## src/rtl/output_lock_mux.sv

```systemverilog
// output_lock_mux: two-input packet output stage behind an rr_arbiter.
// Ports: clk/arst (sync, active-high), per-input flit valid/data/head/tail
// with in_ready_o accept, arb_req_o/arb_grant_i/arb_update_o to the
// arbiter, and a registered out_valid_o/out_data_o/out_tail_o output
// with out_ready_i backpressure.
module output_lock_mux #(
  parameter int DATA_WIDTH = 32
) (
  input  logic                    clk,
  input  logic                    arst,
  input  logic [1:0]              in_valid_i,
  input  logic [2*DATA_WIDTH-1:0] in_data_i,
  input  logic [1:0]              in_head_i,
  input  logic [1:0]              in_tail_i,
  output logic [1:0]              in_ready_o,
  output logic [1:0]              arb_req_o,
  input  logic [1:0]              arb_grant_i,
  output logic                    arb_update_o,
  output logic                    out_valid_o,
  output logic [DATA_WIDTH-1:0]   out_data_o,
  output logic                    out_tail_o,
  input  logic                    out_ready_i
);

  typedef enum logic {
    IDLE,
    LOCKED
  } state_t;

  state_t state;
  state_t state_nxt;
  logic   owner;
  logic   owner_nxt;

  logic                  grant_ok;
  logic                  slot_free;
  logic                  accept;
  logic                  sel_tail;
  logic [DATA_WIDTH-1:0] sel_data;

  // Only a clean one-hot grant to a requesting input may form a lock.
  assign grant_ok =
    (arb_grant_i == 2'b01 && arb_req_o[0]) ||
    (arb_grant_i == 2'b10 && arb_req_o[1]);

  assign slot_free = ~out_valid_o | out_ready_i;

  assign sel_data = owner ? in_data_i[DATA_WIDTH +: DATA_WIDTH]
                          : in_data_i[0 +: DATA_WIDTH];
  assign sel_tail = in_tail_i[owner];

  // Accepts are suppressed while reset is asserted, so a mid-packet
  // reset can neither consume a flit nor pulse the arbiter update.
  assign accept = (state == LOCKED) & ~arst &
                  in_valid_i[owner] & slot_free;

  always_ff @(posedge clk) begin
    if (arst) begin
      state <= IDLE;
      owner <= 1'b0;
    end else begin
      state <= state_nxt;
      owner <= owner_nxt;
    end
  end

  always_comb begin
    state_nxt = state;
    owner_nxt = owner;
    unique case (state)
      IDLE: begin
        if (grant_ok) begin
          state_nxt = LOCKED;
          owner_nxt = arb_grant_i[1];
        end
      end
      LOCKED: begin
        if (accept && sel_tail) begin
          state_nxt = IDLE;
        end
      end
    endcase
  end

  always_comb begin
    arb_req_o    = 2'b00;
    in_ready_o   = 2'b00;
    arb_update_o = 1'b0;
    unique case (state)
      IDLE: begin
        arb_req_o = in_valid_i & in_head_i;
      end
      LOCKED: begin
        in_ready_o[owner] = slot_free & ~arst;
        arb_update_o      = accept & sel_tail;
      end
    endcase
  end

  // Load wins over drain; data and tail hold when the slot empties.
  always_ff @(posedge clk) begin
    if (arst) begin
      out_valid_o <= 1'b0;
      out_data_o  <= '0;
      out_tail_o  <= 1'b0;
    end else if (accept) begin
      out_valid_o <= 1'b1;
      out_data_o  <= sel_data;
      out_tail_o  <= sel_tail;
    end else if (out_ready_i) begin
      out_valid_o <= 1'b0;
    end
  end

endmodule

```

## config.mk

```make
export PLATFORM = sky130hd
export DESIGN_NAME = output_lock_mux
export DESIGN_NICKNAME = d
export VERILOG_FILES = /design/src/rtl/output_lock_mux.sv
export SDC_FILE = /design/constraint.sdc
export NUM_CORES = 1
export LEC_CHECK = 0
export BUFFER_PORTS_ARGS = -buffer_cell sky130_fd_sc_hd__buf_2
export CAP_MARGIN = 0
export CORE_MARGIN = 10
export CORE_UTILIZATION = 25
export CTS_BUF_LIST = sky130_fd_sc_hd__clkbuf_16
export DETAILED_ROUTE_END_ITERATION = 16
export PLACE_DENSITY = 0.48
export SKIP_LAST_GASP = 1
export SLEW_MARGIN = 20
export SYNTH_ARGS = -nofsm -noshare
export SYNTH_HDL_FRONTEND = slang
export SYNTH_SLANG_ARGS = --single-unit
export TNS_END_PERCENT = 30
```

## constraint.sdc

```tcl
create_clock -name clk -period 3.83 [get_ports clk]
set_clock_uncertainty 0.2 [all_clocks]
set_input_delay 0.383 -clock clk [delete_from_list [all_inputs] [get_ports clk]]
set_output_delay 0.383 -clock clk [all_outputs]
set_load 0.05 [all_outputs]
```

==> results of run 1 <==
==> tightest hold or removal path: cells and delay by family <==
family	cells	cell delay [ns]
and+or+nand+nor	1	0.11
AOI/OAI and AO/OA	1	0.08
buffers and inverters	1	0.11
==> flip-flops by register name, indices dropped and copies added (netlist names) <==
name,count
out_data_o,32
out_tail_o,1
owner,1
state,1
out_valid_o,1
==> stage by stage <==
step           cell area, um^2  utilization
4_1_cts                   2660        0.348
3_5_place_dp              2530        0.331
2_1_floorplan             1940            -
5_1_grt                   2660        0.348
6_report                  2660        0.348
3_3_place_gp              2530        0.331
==> cells in the final DEF, fill, tap and decap left out, drive strengths merged <==
master / n
buf: 115
dfxtp: 36
a31oi: 33
a211oi: 33
mux2i: 32
clkbuf: 5
nor3: 4
nor2: 3
nor2b: 3
inv: 3
nand2: 2
nand2b: 2
and4b: 2
nand3: 1
nand3b: 1
mux2: 1
and3: 1
o21bai: 1
a221oi: 1
a21oi: 1
o21ba: 1
clkinv: 1
==> path summary, 6_finish.rpt <==
kind                   from             end  slack, ns  depth (start not counted)
max                    arst  out_data_o[27]       1.23                          4
min          arb_grant_i[1]           owner       0.26                          3
max reg2reg           state  out_data_o[27]       1.41                          3
min reg2reg  out_data_o[26]  out_data_o[26]       0.36                          2
==> cells by family (layout without fill, tap and decap cells) <==
kind of cell,count (synthesis),count (layout),share of synthesized area
AOI/OAI and AO/OA,70,70,0.327
DFF,36,36,0.371
muxes,33,33,0.173
buffers and inverters,25,124,0.0702
and+or+nand+nor,19,19,0.0586
==> power groups by stage <==
stage / Combinational (W) / Clock (W) / Sequential, W
6_report: 0.000181 / 0.000382 / 0.000396
5_1_grt: 0.000198 / 0.000405 / 0.000398
4_1_cts: 0.000183 / 0.000398 / 0.000397
3_5_place_dp: 0.000183 / 0 / 0.000405
3_3_place_gp: 0.000181 / 0 / 0.000405
2_1_floorplan: 0.0000939 / 0 / 0.000431
==> final cells by class <==
cell class / instances / area, um^2
multi-input combinational: 122 / 1090
timing repair buffer: 115 / 581
sequential: 36 / 722
clock inverter: 2 / 8.76
clock buffer: 5 / 125
tap: 102 / 128
fill: 812 / 4980
inverter: 2 / 7.51
==> layer usage <==
layer / part of all wire / vias up
met5: 0 / -
met4: 0.0076 / 0
met3: 0.12 / 6
met2: 0.40 / 93
met1: 0.47 / 822
li1: - / 912
==> results.md, run 1 <==
- Global routing usage on met3: 0.0512
- Pwr Density: ~360 mW/mm^2
- Fin worst setup slack: approximately 1.2 ns
- Actual slew at the worst max-slew pin: around 1.1 ns
- Routed vias: ~1800
- Most frequent cells after synthesis: dfxtp_1, a31oi_1, mux2i_1
- GRT met2 Usage: 0.156
- CP Cell Sequence: buf_2, nor2b_4, and3_4, a211oi_1
- Antenna violations before repair: 0
- Number of placed cells counting well taps: 377
- Met1 GRT Util: 0.132
- Largest net degree at the start of global routing: 39
- Number of diodes: 0
- Total I/O pin count: approximately 110
- Internal cell power: around 0.00069 W
- Wire length of the first global-routing pass: 10100 um
- Port bufs: 113
- Remaining DRCs: 0
- Min cycle time layout: between 2 and 3 ns
- H-tree depth: 2
- Largest area contributor in the synthesized netlist: dfxtp_1
- Die X-Extent: about 110 um
- Number of distinct standard cells referenced by the synthesized netlist: 24
- CTS tree: built
- Total GRT Usage: 0.104
- Synth top area cells: dfxtp_1, a211oi_2, mux2i_1
- Highest achievable clock rate: approximately 380 MHz
- Total power: around 0.00096 W
- Master cell of the clock root buffer: clkbuf_16
- Worst-path maximum fanout: 38
- Via count normalized by instance count: 4.77
- Post-Synthesis Net Count: approximately 260
- Flop pwr share: 0.413
- Die area: between 0.01 and 0.015 mm^2
- Number of resized instances in the post-cts repair step: 0
- Static Leakage: 1.09 nW
- Worst relative slew slack: 0.288
- Combinational Power Share: 0.189
- Worst-case vdd ir drop: 154 uV
- CP required: 3.74 ns
- Kind of critical path: in2reg
- Post-CTS setup buffer count: 0
- Area of the core region: between 0.007 and 0.008 mm^2
- Flip-flop and latch count after synthesis: 36
- Die outline height: around 110 um
- Total Wirelength: approximately 6300 um
- Family with the most delay on the worst path: simple AND/OR/NAND/NOR gates
- Most frequent cell after synthesis: dfxtp_1
- Vias in the first global route: ~2000
- Number of maximum-capacitance constraint violations: 0
- Weighted congestion at the end of routability-driven global placement: just over 0.7
- Cts-stage hold buffer count: 0
- Detailed-router iteration count before antenna repair: 4
- Initial detailed-routing violation count: just over 60
- Setup repair after global routing missed its margin: false
- Number of warnings reported in the yosys synthesis log: 0
- Fraction of final layout cells sized beyond drive strength 1: 0.553
- Share of total power in the clock network: 0.398
- Area of the mapped netlist: just under 0.002 mm^2
- Run status: complete, no violations
- Latest clock arrival within the worst-skew pair: approximately 0.27 ns
- Max Transition Viols Final: 0
- Final HPWL from detailed placement: around 4500 um
- EDFF count, synth: 0
- Fin crit share: 0.679
- Final setup vio count: 0
- Sort of element at the start of the critical path: input port
- Signed area change from the synthesized netlist to the final layout: 37.2%
- Area share of the largest cell type after synthesis: 0.371
- Worst hold margin: 0.260 ns
- Critical path buffers and inverters: 1
- Arrival time worst endpoint: 2.51 ns
- Starting density of the core: 0.254
- Highest-utilization routing layer at the global route stage: met2
- Hold violation total from the final report: 0
- Synthesized area per cell: about 11 um^2
- Switching share of power: 0.283
- Crit-path max cell delay: between 0.8 and 0.9 ns
- Power spent charging and discharging nets: roughly 0.00027 W
- Synth async-reset ratio: 0
- Worst hold-check path type: in2reg
- Number of nets with antenna violations after routing: 0
- Routed wirelength normalized by instance count: ~16 um
- Final non-filler cell total: about 380
- Sequential share of the synthesized area: 0.371
- Clock-pin slew of the registers on the worst-case setup and hold paths: about 0.050 ns
- Aggregate negative setup slack: 0 ns
- Dominant register cell in the synthesized netlist: dfxtp_1
- CP max stage cell: nor2b_4
- GR Overflow Total: 0
- Nature of the critical path endpoint: flop
- Clock buffer depth: 2
- TritonCTS Buffers: 5
- Number of clock sinks: 36
- Cells after Synth: 183
- Number of placement rows: 32
- Number of nets in the final layout: 357
- Post-placement setup slack: 0.931 ns
(Power assumes the default switching activity.)
==> inputs of run 2 (changes only) <==
==> constraint.sdc (replaced) <==
create_clock -name clk -period 2.45 [get_ports clk]
set_clock_uncertainty 0.2 [all_clocks]
set_input_delay 0.245 -clock clk [delete_from_list [all_inputs] [get_ports clk]]
set_output_delay 0.245 -clock clk [all_outputs]
set_load 0.05 [all_outputs]
==> results.md, run 2 (same netlist as run 1, synthesis figures left out) <==
- Run status: complete, no violations
- Worst hold-check path type: in2reg
- Routed wirelength normalized by instance count: ~16 um
- Nature of the critical path endpoint: output pin
- Setup repair after global routing missed its margin: false
- Number of maximum-capacitance constraint violations: 0
- Total I/O pin count: about 110
- Cts-stage hold buffer count: 0
- Area of the core region: ~0.0076 mm^2
- Worst hold margin: 0.114 ns
- CP required: approximately 2.0 ns
- Die outline height: ~110 um
- Static Leakage: roughly 1.1 nW
- H-tree depth: 2
- Fin crit share: 0.853
- Clock buffer depth: 2
- Top register by number of flip-flops: out_data_o
- Worst-path maximum fanout: 18
- GR Overflow Total: 0
- Power spent charging and discharging nets: around 0.00042 W
- Actual slew at the worst max-slew pin: approximately 0.54 ns
- Initial detailed-routing violation count: just under 50
- Number of nets with antenna violations after routing: 0
- Hold violation total from the final report: 0
- Total Wirelength: slightly above 6000 um
- Final setup vio count: 0
- Signed area change from the synthesized netlist to the final layout: 41.0%
- Aggregate negative setup slack: 0 ns
- Weighted congestion at the end of routability-driven global placement: ~0.75
- Post-CTS setup buffer count: 0
- Switching share of power: 0.262
- Internal cell power: 0.00119 W
- Detailed-router iteration count before antenna repair: 4
- CTS tree: built
- Die X-Extent: between 100 and 150 um
- Final HPWL from detailed placement: 4770 um
- Via count normalized by instance count: ~4.7
- Number of resized instances in the post-cts repair step: 0
- Port bufs: between 100 and 150
- Wire length of the first global-routing pass: slightly below 10000 um
- Total GRT Usage: 0.102
- Worst relative slew slack: 0.640
- Arrival time worst endpoint: ~1.6 ns
- Latest clock arrival within the worst-skew pair: about 0.27 ns
- Number of clock sinks: 36
- Remaining DRCs: 0
- Clock-pin slew of the registers on the worst-case setup and hold paths: 0.05 ns
- Routed vias: about 1800
- Vias in the first global route: about 2000
- Share of total power in the clock network: 0.437
- Max Transition Viols Final: 0
- Largest net degree at the start of global routing: 36
- Number of placement rows: 32
- Kind of critical path: reg2out
- Flop-to-flop setup slack: 0.56 ns
- Number of diodes: 0
- Starting density of the core: 0.254
- Min cycle time layout: between 2 and 2.5 ns
- TritonCTS Buffers: 5
- Highest achievable clock rate: 479 MHz
- Pwr Density: 588 mW/mm^2
- Leading cell types in the layout, fill and taps excluded: buf_2, dfxtp_1, a31oi_1, mux2i_1, a211oi_2
- Worst-case vdd ir drop: around 250 uV
- Sort of element at the start of the critical path: flop
- Fraction of final layout cells sized beyond drive strength 1: 0.567
- Antenna violations before repair: 0
- Commonest non-fill, non-tap cell in the layout: buf_2
- Flop pwr share: 0.380
- Filler Cell Count: about 780
- Number of nets in the final layout: around 360
- Combinational Power Share: 0.183
- Die area: about 0.012 mm^2
- Master cell of the clock root buffer: clkbuf_16
- Max FFs per register: 32
run 2: final cells by class:
type	count	area [um^2]	share of cell area
tap	102	128	0.0466
timing repair buffer	121	626	0.228
multi-input combinational	122	1090	0.399
clock buffer	5	125	0.0457
clock inverter	3	38.8	0.0142
inverter	2	7.51	0.00274
sequential	36	722	0.264
run 2: power groups by stage:
stage | Combinational [W] | Sequential, W | Clock (W)
5_1_grt | 0.000321 | 0.000615 | 0.000748
3_5_place_dp | 0.000297 | 0.000625 | 0
3_3_place_gp | 0.000295 | 0.000625 | 0
4_1_cts | 0.000298 | 0.000612 | 0.000729
6_report | 0.000294 | 0.000612 | 0.000704
2_1_floorplan | 0.000147 | 0.000673 | 0
run 2: path summary, 6_finish.rpt:
path                                     start             end  cells after the start
worst max-delay path                     owner    arb_update_o                      4
worst min-delay path            arb_grant_i[0]           owner                      3
worst max register to register           owner  out_data_o[26]                      3
worst min register to register  out_data_o[26]  out_data_o[26]                      2
run 2: metrics by stage:
stage          total power, W  cell area, um^2   util  std cells  worst slack (ns)
5_1_grt               0.00168             2740  0.358        391             0.267
3_5_place_dp         0.000922             2570  0.337        383             0.554
2_1_floorplan        0.000820             1950      -        183             0.169
4_1_cts               0.00164             2740  0.358        391             0.329
6_report              0.00161             2740  0.358        391             0.361
3_3_place_gp         0.000920             2570  0.337        383             0.569
run 2: critical path, stage by stage, from the launching register on:
cell,delay (ns)
dfxtp_2,0.33
buf_4,0.22
nand3b_1,0.20
a211oi_2,0.30
buf_2,0.33
run 2: metal layers:
| metal | part of all wire | GRT usage | wire length, um | up-vias |
|---|---|---|---|---|
| li1 | - | - | - | 928 |
| met1 | 0.48 | 0.135 | 2970 | 816 |
| met2 | 0.39 | 0.143 | 2420 | 85 |
| met3 | 0.12 | 0.0523 | 773 | 7 |
| met4 | 0.0090 | 0.0258 | 56 | 0 |
| met5 | 0 | 0 | 0 | - |
==> inputs of run 3 (changes only) <==
--- a/config.mk
+++ b/config.mk
@@ -8,10 +8,11 @@
 export BUFFER_PORTS_ARGS = -buffer_cell sky130_fd_sc_hd__buf_2
 export CAP_MARGIN = 0
 export CORE_MARGIN = 10
-export CORE_UTILIZATION = 25
+export CORE_UTILIZATION = 44
 export CTS_BUF_LIST = sky130_fd_sc_hd__clkbuf_16
 export DETAILED_ROUTE_END_ITERATION = 16
-export PLACE_DENSITY = 0.48
+export HOLD_SLACK_MARGIN = 0.12
+export PLACE_DENSITY = 0.78
 export SKIP_LAST_GASP = 1
 export SLEW_MARGIN = 20
 export SYNTH_ARGS = -nofsm -noshare
==> results.md, run 3 (same netlist as run 1, synthesis figures left out) <==
- Leading cell types in the layout, fill and taps excluded: buf_2, dfxtp_1, a31oi_1, mux2i_1, a211oi_2
- Total GRT Usage: 0.146
- Hold violation total from the final report: 0
- Commonest non-fill, non-tap cell in the layout: buf_2
- CTS tree: built
- Highest achievable clock rate: about 470 MHz
- Instance count along the most critical hold path: 3
- CP Cell Sequence: buf_4, nand3b_1, a211oi_2, buf_2
- Final HPWL from detailed placement: ~4300 um
- Number of placement rows: 24
- Master cell of the clock root buffer: clkbuf_16
- Latest clock arrival within the worst-skew pair: 0.27 ns
- Number of nets with antenna violations after routing: 0
- Critical R2R Capture: out_data_o[11]
- Aggregate negative setup slack: 0 ns
- Filler Cell Count: roughly 380
- Clock buffer depth: 2
- Die area: about 0.0075 mm^2
- Max FFs per register: 32
- Run status: complete, no violations
- Initial detailed-routing violation count: slightly above 70
- Total I/O pin count: 114
- Number of resized instances in the post-cts repair step: 0
- CP required: between 2 and 2.5 ns
- Setup repair after global routing missed its margin: false
- Remaining DRCs: 0
- Worst R2R Path Depth: 3
- Flop-to-flop setup slack: roughly 0.60 ns
- Post-CTS setup buffer count: 0
- Number of clock sinks: 36
- Number of maximum-capacitance constraint violations: 0
- Largest net degree at the start of global routing: 36
- Number of placed cells counting well taps: around 330
- Actual slew at the worst max-slew pin: approximately 0.52 ns
- Worst-path maximum fanout: 18
- Vias in the first global route: around 2000
- Pwr Density: roughly 600 mW/mm^2
- Weighted congestion at the end of routability-driven global placement: 0.657
- Clock-pin slew of the registers on the worst-case setup and hold paths: ~0.05 ns
- Nature of the critical path endpoint: output pin
- Routed vias: about 1900
- Fin crit share: 0.865
- Die X-Extent: ~86 um
- Max Transition Viols Final: 0
- H-tree depth: 2
- Static Leakage: roughly 1.1 nW
- Area of the core region: 0.00432 mm^2
- Antenna violations before repair: 0
- CP max stage cell: dfxtp_2
- Port bufs: about 110
- Final non-filler cell total: around 340
- Worst Hold Path EP: out_data_o[27]
- Via count normalized by instance count: about 5.5
- Worst hold-check path type: in2reg
- Worst-case vdd ir drop: between 300 and 400 uV
- Final setup vio count: 0
- Cts-stage hold buffer count: 0
- Detailed-router iteration count before antenna repair: 4
- Hold wc startpoint: in_data_i[27]
- Starting density of the core: 0.449
- Worst relative slew slack: 0.656
- Routed wirelength normalized by instance count: between 15 and 20 um
- Fraction of final layout cells sized beyond drive strength 1: 0.564
- FF-to-FF Start: owner
- GR Overflow Total: 0
- Sort of element at the start of the critical path: flop
- Number of diodes: 0
- Min cycle time layout: roughly 2.1 ns
- TritonCTS Buffers: 5
- Die outline height: 86.4 um
- Top register by number of flip-flops: out_data_o
- Wire length of the first global-routing pass: roughly 9300 um
- Crit-path max cell delay: roughly 0.33 ns
- Total Wirelength: ~5600 um
- Kind of critical path: reg2out
- Signed area change from the synthesized netlist to the final layout: 37.0%
- Arrival time worst endpoint: 1.67 ns
- Number of nets in the final layout: about 360
run 3: cell type report:
type	count	area [um^2]	area share
clock buffers	5	125	0.0470
flip-flops and latches	36	722	0.271
well taps	52	65.1	0.0244
clock inverters	3	38.8	0.0146
inverters	2	7.51	0.00282
multi-input cells	122	1090	0.410
repair buffers	119	611	0.229
run 3: stage by stage:
step / total power (W) / setup slack (ns) / instance area [um^2] / util / hold WS [ns]
6_report: 0.00160 / 0.331 / 2660 / 0.615 / 0.127
5_1_grt: 0.00166 / 0.266 / 2660 / 0.615 / 0.151
4_1_cts: 0.00161 / 0.333 / 2660 / 0.615 / 0.127
3_5_place_dp: 0.000916 / 0.586 / 2500 / 0.578 / 0.340
3_3_place_gp: 0.000911 / 0.605 / 2500 / 0.578 / 0.335
2_1_floorplan: 0.000820 / 0.169 / 1950 / - / 0.267
run 3: metal layers:
layer | vias to the layer above | part of all wire | GRT usage
met5 | - | 0 | 0
met4 | 0 | 0.0034 | 0.0309
met3 | 2 | 0.11 | 0.0657
met2 | 82 | 0.45 | 0.232
met1 | 854 | 0.43 | 0.176
li1 | 926 | - | -
run 3: how the worst max path moves through the flow:
stage                      to  slack [ns]  cells after the start   from
3_5_place_dp   out_data_o[30]        0.59                      3  owner
2_1_floorplan   in_ready_o[1]        0.17                      4  owner
4_1_cts          arb_update_o        0.33                      4  owner
5_1_grt          arb_update_o        0.27                      4  owner
3_3_place_gp   out_data_o[18]        0.60                      3  owner
6_report         arb_update_o        0.33                      4  owner
run 3: critical path: cells and delay by family (launching register included):
| kind | cells | cell delay, ns |
|---|---|---|
| buffers and inverters | 2 | 0.55 |
| DFF | 1 | 0.33 |
| AOI/OAI and AO/OA | 1 | 0.32 |
| and+or+nand+nor | 1 | 0.21 |
run 3: report_power, final:
group | switching, W | total (W) | internal, W
Combinational | 0.000178 | 0.000290 | 0.000112
Clock | 0.000222 | 0.000695 | 0.000474
Sequential | 0.00000955 | 0.000612 | 0.000603
